<file path="src/rtl/lsu_if.sv">
// Request/response handshake and data-memory lane bus for the load/store unit.
// The slave modport is the LSU's view; master is the CPU/memory environment view.
interface lsu_if;
  logic        req_valid;
  logic        req_ready;
  logic        req_we;
  logic [2:0]  req_funct3;
  logic [31:0] req_addr;
  logic [31:0] req_wdata;
  logic        rsp_valid;
  logic [31:0] rsp_rdata;
  logic        rsp_err;
  logic [31:0] dmem_addr;
  logic [3:0]  dmem_we;
  logic [31:0] dmem_wr_data;
  logic [31:0] dmem_rd_data;

  modport slave (
    input  req_valid, req_we, req_funct3, req_addr, req_wdata, dmem_rd_data,
    output req_ready, rsp_valid, rsp_rdata, rsp_err, dmem_addr, dmem_we, dmem_wr_data
  );

  modport master (
    output req_valid, req_we, req_funct3, req_addr, req_wdata, dmem_rd_data,
    input  req_ready, rsp_valid, rsp_rdata, rsp_err, dmem_addr, dmem_we, dmem_wr_data
  );
endinterface

</file>
<file path="src/rtl/lsu.sv">
// RV32I load/store unit: drives four byte-lane memories with synchronous read,
// returns aligned and extended load data one cycle after the read completes.
module lsu #(
  parameter int ADDR_W = 11
) (
  input  logic clk,
  input  logic rst_n,
  lsu_if.slave bus
);

  typedef enum logic {IDLE, LOAD_WAIT} state_t;

  state_t      state_q, state_d;
  logic [2:0]  f3_q, f3_d;
  logic [1:0]  off_q, off_d;
  logic        rsp_valid_q, rsp_valid_d;
  logic        rsp_err_q, rsp_err_d;
  logic [31:0] rsp_rdata_q, rsp_rdata_d;

  logic [2:0]  f3;
  logic [1:0]  off;
  logic        accept, illegal, misal, req_err;
  logic [3:0]  lane_we;
  logic [31:0] wr_data, load_fmt;
  logic [7:0]  ld_byte;
  logic [15:0] ld_half;

  assign f3     = bus.req_funct3;
  assign off    = bus.req_addr[1:0];
  assign accept = bus.req_valid && bus.req_ready;

  // Bits above ADDR_W are not decoded by the memory but still pass through.
  assign bus.dmem_addr = {bus.req_addr[31:ADDR_W], bus.req_addr[ADDR_W-1:0]};

  always_comb begin
    illegal = (f3 == 3'd3) || (f3[2:1] == 2'b11) || (f3[2] && bus.req_we);
    misal   = ((f3[1:0] == 2'b01) && off[0]) || ((f3[1:0] == 2'b10) && (off != 2'b00));
    req_err = illegal || misal;
  end

  always_comb begin
    wr_data = bus.req_wdata;
    lane_we = 4'b1111;
    case (f3[1:0])
      2'b00: begin
        wr_data = {4{bus.req_wdata[7:0]}};
        lane_we = 4'b0001 << off;
      end
      2'b01: begin
        wr_data = {2{bus.req_wdata[15:0]}};
        lane_we = off[1] ? 4'b1100 : 4'b0011;
      end
      default: ;
    endcase
  end

  assign bus.dmem_wr_data = wr_data;
  assign bus.dmem_we      = (accept && bus.req_we && !req_err) ? lane_we : 4'b0000;

  always_comb begin
    ld_byte = bus.dmem_rd_data[8*off_q +: 8];
    ld_half = off_q[1] ? bus.dmem_rd_data[31:16] : bus.dmem_rd_data[15:0];
    case (f3_q)
      3'd0:    load_fmt = {{24{ld_byte[7]}}, ld_byte};
      3'd4:    load_fmt = {24'd0, ld_byte};
      3'd1:    load_fmt = {{16{ld_half[15]}}, ld_half};
      3'd5:    load_fmt = {16'd0, ld_half};
      default: load_fmt = bus.dmem_rd_data;
    endcase
  end

  always_comb begin
    state_d       = state_q;
    f3_d          = f3_q;
    off_d         = off_q;
    bus.req_ready = 1'b0;
    rsp_valid_d   = 1'b0;
    rsp_err_d     = 1'b0;
    rsp_rdata_d   = 32'd0;
    case (state_q)
      IDLE: begin
        bus.req_ready = 1'b1;
        if (accept) begin
          if (req_err || bus.req_we) begin
            rsp_valid_d = 1'b1;
            rsp_err_d   = req_err;
          end else begin
            f3_d    = f3;
            off_d   = off;
            state_d = LOAD_WAIT;
          end
        end
      end
      LOAD_WAIT: begin
        rsp_valid_d = 1'b1;
        rsp_rdata_d = load_fmt;
        state_d     = IDLE;
      end
      default: state_d = IDLE;
    endcase
  end

  always_ff @(posedge clk or negedge rst_n) begin
    if (!rst_n) begin
      state_q     <= IDLE;
      f3_q        <= 3'd0;
      off_q       <= 2'd0;
      rsp_valid_q <= 1'b0;
      rsp_err_q   <= 1'b0;
      rsp_rdata_q <= 32'd0;
    end else begin
      state_q     <= state_d;
      f3_q        <= f3_d;
      off_q       <= off_d;
      rsp_valid_q <= rsp_valid_d;
      rsp_err_q   <= rsp_err_d;
      rsp_rdata_q <= rsp_rdata_d;
    end
  end

  assign bus.rsp_valid = rsp_valid_q;
  assign bus.rsp_err   = rsp_err_q;
  assign bus.rsp_rdata = rsp_rdata_q;

endmodule

</file>
<file path="src/flat_wrapper.sv">
// flat-port wrapper written by rule: the top's interface ports become plain ports
module lsu_flat 
#(
  parameter int ADDR_W = 11
)
  (clk, rst_n, bus_req_valid, bus_req_we, bus_req_funct3, bus_req_addr, bus_req_wdata, bus_dmem_rd_data, bus_req_ready, bus_rsp_valid, bus_rsp_rdata, bus_rsp_err, bus_dmem_addr, bus_dmem_we, bus_dmem_wr_data);
  lsu_if bus_i ();
  input  logic clk;
  input  logic rst_n;
  input wire logic [$bits(bus_i.req_valid)-1:0] bus_req_valid;
  input wire logic [$bits(bus_i.req_we)-1:0] bus_req_we;
  input wire logic [$bits(bus_i.req_funct3)-1:0] bus_req_funct3;
  input wire logic [$bits(bus_i.req_addr)-1:0] bus_req_addr;
  input wire logic [$bits(bus_i.req_wdata)-1:0] bus_req_wdata;
  input wire logic [$bits(bus_i.dmem_rd_data)-1:0] bus_dmem_rd_data;
  output wire logic [$bits(bus_i.req_ready)-1:0] bus_req_ready;
  output wire logic [$bits(bus_i.rsp_valid)-1:0] bus_rsp_valid;
  output wire logic [$bits(bus_i.rsp_rdata)-1:0] bus_rsp_rdata;
  output wire logic [$bits(bus_i.rsp_err)-1:0] bus_rsp_err;
  output wire logic [$bits(bus_i.dmem_addr)-1:0] bus_dmem_addr;
  output wire logic [$bits(bus_i.dmem_we)-1:0] bus_dmem_we;
  output wire logic [$bits(bus_i.dmem_wr_data)-1:0] bus_dmem_wr_data;
  assign bus_i.req_valid = bus_req_valid;
  assign bus_i.req_we = bus_req_we;
  assign bus_i.req_funct3 = bus_req_funct3;
  assign bus_i.req_addr = bus_req_addr;
  assign bus_i.req_wdata = bus_req_wdata;
  assign bus_i.dmem_rd_data = bus_dmem_rd_data;
  assign bus_req_ready = bus_i.req_ready;
  assign bus_rsp_valid = bus_i.rsp_valid;
  assign bus_rsp_rdata = bus_i.rsp_rdata;
  assign bus_rsp_err = bus_i.rsp_err;
  assign bus_dmem_addr = bus_i.dmem_addr;
  assign bus_dmem_we = bus_i.dmem_we;
  assign bus_dmem_wr_data = bus_i.dmem_wr_data;
  lsu #(.ADDR_W(ADDR_W)) u_core (.clk(clk), .rst_n(rst_n), .bus(bus_i));
endmodule
</file>
<file path="config.mk">
export PLATFORM = sky130hd
export DESIGN_NAME = lsu_flat
export DESIGN_NICKNAME = d
export VERILOG_FILES = /design/src/rtl/lsu_if.sv /design/src/rtl/lsu.sv /design/src/flat_wrapper.sv
export SDC_FILE = /design/constraint.sdc
export NUM_CORES = 1
export LEC_CHECK = 0
export ABC_AREA = 1
export CAP_MARGIN = 5
export CORE_AREA = 10 10 98 100
export CTS_CLUSTER_SIZE = 28
export DETAILED_ROUTE_END_ITERATION = 8
export DIE_AREA = 0 0 108 110
export PLACE_DENSITY = 0.87
export SETUP_SLACK_MARGIN = 0.15
export SLEW_MARGIN = 20
export SYNTH_ARGS = -nofsm -noshare
export SYNTH_HDL_FRONTEND = slang
export SYNTH_SLANG_ARGS = --single-unit
</file>
<file path="constraint.sdc">
create_clock -name clk -period 3.1 [get_ports clk]
set_input_delay 0.93 -clock clk [delete_from_list [all_inputs] [get_ports clk]]
set_output_delay 0.93 -clock clk [all_outputs]
set_load 0.03 [all_outputs]
</file>
==> impl_metrics.py, run 1 <==
metrics = {
    "run_status": {
        "status": "finished, final reports clean",
    },
    "power_and_ir_drop": {
        "power_frac_seq_pct": 34.6,
        "peakVddDrop_v": 0.000157,
        "power_frac_clock_pct": 23.3,
        "p_switching_mw": 0.695,
        "p_leak_nw": 2.01,
        "p_int_mw": 1.09,
        "power_frac_comb_pct": 42.1,
        "swShare_pct": 39.0,
        "power_density_mw_per_mm2": 418,
    },
    "placed_design": {
        "dp_hpwl_um": 9110,
        "gp_congestion": 0.870,
        "port_buffers": 145,
        "post-place-ws_ns": -0.240,
    },
    "grt": {
        "grt_pass1_vias": 3173,
        "grt_pass1_wl_um": 16700,
        "grt.total_usage_pct": 18.0,
        "grt_max_degree": 41,
        "overflow": 0,
        "antenna_found_initial": 0,
    },
    "timing": {
        "setup_violations": 0,
        "hold_viol_final": 0,
        "fin_skew_ns": 0.00568,
        "rsz0062_at_grt": "no",
        "slew_headroom_pct": 40.0,
        "fin_tns_setup_ns": 0,
        "timing.final.ws_setup_ns": 0.216,
        "max_freq_ghz": 0.347,
        "period_minus_slack_ns": 2.88,
        "timing.hold.ws_ns": 0.525,
        "min_period_over_period_pct": 93.0,
        "slew_viol_final": 0,
        "worst_slew_pin_slew_ns": 0.901,
    },
    "logic_synthesis": {
        "synth_ff_type": "dfrtp_1",
        "synth_compound_area_share_pct": 21.6,
        "muxShareOfSynthArea_pct": 0,
        "synth_edf_count": 0,
        "synth_top_family_by_area": "simple AND/OR/NAND/NOR gates",
        "avgSynthCellArea_um2": 7.26,
        "netlist_area_mm2": 0.00276,
        "synth-async-reset-ratio_pct": 100,
        "synth-xor-area-share_pct": 0,
        "synthCells": 380,
        "synth_fa_ha_area_share_pct": 0,
        "ys_seq_area_share_pct": 36.3,
        "yosysUniqueCellTypes": 26,
        "yosysWarningCount": 0,
        "synthesis.nets": 483,
        "ys_ff_latch": 40,
        "yosys.area_share.simple_pct": 22.8,
    },
    "clocking": {
        "tritoncts": "done",
        "ctsHoldBuffers": 0,
        "cts_max_level": 2,
        "clockBufferDepth": 2,
        "cts_buffers": 5,
        "cts_sinks": 40,
        "clock_latency_ns": 0.30,
        "root_buffer": "clkbuf_8",
        "clk_pin_slew_ns": 0.07,
    },
    "floorplan": {
        "start_util_pct": 36.1,
        "die-area_mm2": 0.0119,
        "die_x_um": 108,
        "ios": 206,
        "core.rowCount": 32,
        "core-area_mm2": 0.00765,
        "die_h_um": 110,
    },
    "route": {
        "dr_wl_met2_um": 5960,
        "viasPerCell": 5.00,
        "wl_met1_um": 3520,
        "ant_nets": 0,
        "finalWirelength_um": 11200,
        "dr.max_layer_used": "met4",
        "routedWlPerCell_um": 18.6,
        "vias": 3026,
        "drc": 0,
        "drtPass1Iterations": 5,
        "drtIter0Drc": 145,
        "dr_wl_met3_um": 1380,
    },
    "setup_path": {
        "end_kind": "output pin",
        "worstSetupPathType": "in2out",
        "rrSetupSlack_ns": 0.85,
        "arrival_ns": 1.95,
        "required_ns": 2.17,
        "crit_fanout": 4,
        "start_kind": "primary input",
    },
    "finish": {
        "diodes": 0,
        "mostFrequentLayoutCells": "nand2_1 (99), clkdlybuf4s50_1 (99), buf_4 (58)",
        "area_delta_synth_final_pct": 54.4,
        "final_core_util_pct": 55.7,
        "fin_nets": 605,
        "drive_gt1_share_pct": 23.3,
    },
    "min_path": {
        "hold_class": "reg2reg",
    },
    "run": {
        "maxCapViolCount": 0,
    },
}
[flip-flops by register name, summed over array words and instances, names as in the netlist]
signal                count
u_core.state_q            1
u_core.off_q              2
u_core.bus.rsp_valid      1
u_core.bus.rsp_err        1
u_core.bus.rsp_rdata     32
u_core.f3_q               3
[kinds of logic after synthesis]
| family | Yosys count |
|---|---|
| buffers and inverters | 93 |
| flip-flops | 40 |
| AO/OA/AOI/OAI | 97 |
| AND/OR/NAND/NOR | 150 |
[power by group through the flow]
stage / clock (mW) / combinational [mW] / sequential [mW]
finish: 0.414 / 0.749 / 0.617
detailed placement: 0 / 0.737 / 0.625
floorplan: 0 / 0.494 / 0.635
global placement: 0 / 0.720 / 0.623
CTS: 0.423 / 0.745 / 0.615
global route: 0.456 / 0.811 / 0.623
[critical path, cell delays in order]
cell and delay (ns):
dlygate4sd2_1 0.25, nand2_1 0.07, nand2_2 0.07, a21oi_4 0.19, nand3_4 0.13, nor2_1 0.13, buf_4 0.17
[cells in the mapped netlist, types with 3 or more instances]
library cell | number | area [um2]
nand2_1 | 101 | 379
o21ai_0 | 47 | 235
buf_4 | 41 | 308
dfrtp_1 | 40 | 1000
inv_1 | 32 | 120
a21oi_2 | 20 | 175
nor2_1 | 19 | 71.3
a21oi_1 | 18 | 90.1
nand3_1 | 11 | 55.1
o211ai_1 | 9 | 67.6
clkbuf_1 | 8 | 30.0
nor3_1 | 7 | 35.0
nand4_1 | 6 | 37.5
buf_2 | 5 | 25.0
buf_6 | 3 | 33.8
inv_2 | 3 | 11.3
[worst paths after layout]
kind,startpoint,end,cells past startpoint
max in group asynchronous,rst_n,u_core.bus.rsp_rdata[7],1
worst max-delay path,bus_req_we,bus_dmem_we[1],7
worst max register to register,u_core.off_q[1],u_core.bus.rsp_rdata[8],5
worst min-delay path,u_core.f3_q[2],u_core.f3_q[2],2
worst min register to register,u_core.f3_q[2],u_core.f3_q[2],2
min in group asynchronous,rst_n,u_core.bus.rsp_rdata[21],1
[what timing repair did]
| action | 4_1_cts | 5_1_grt |
|---|---|---|
| pin swaps | 6 | 6 |
| hold endpoints to repair | 0 | 0 |
| buffers inserted | 10 | 1 |
| endpoints found under the setup margin | 21 | 9 |
| resized for setup | 19 | 15 |
| cloned | 0 | 0 |
[area by class of cell]
class,count,area (um2)
clock inverters,2,35.0
well taps,102,128
repair buffers,172,1610
fillers,695,3390
multi-input cells,247,1270
inverters,36,135
clock buffers,6,72.6
flip-flops and latches,40,1000
[routing by layer]
metal / up-vias / GRT usage (%)
met5: - / 0
met4: 0 / 7.82
met3: 39 / 7.54
met2: 187 / 34.0
met1: 1367 / 16.5
li1: 1433 / -
[per-stage QoR]
| step | area (um2) | total power, mW | instances |
|---|---|---|---|
| after floorplan | 2760 | 1.13 | 380 |
| after detailed placement | 4040 | 1.36 | 586 |
| after global placement | 4040 | 1.34 | 586 |
| after CTS | 4230 | 1.78 | 604 |
| after global routing | 4260 | 1.89 | 605 |
| final | 4260 | 1.78 | 605 |
Note: power is estimated with default switching activity, not from simulation.
==> inputs of run 2 (changes only) <==
Settings changed: SLEW_MARGIN 20 to 15.
==> results of run 2 <==
Final layout, timing and power as in run 1 (identical DEF).
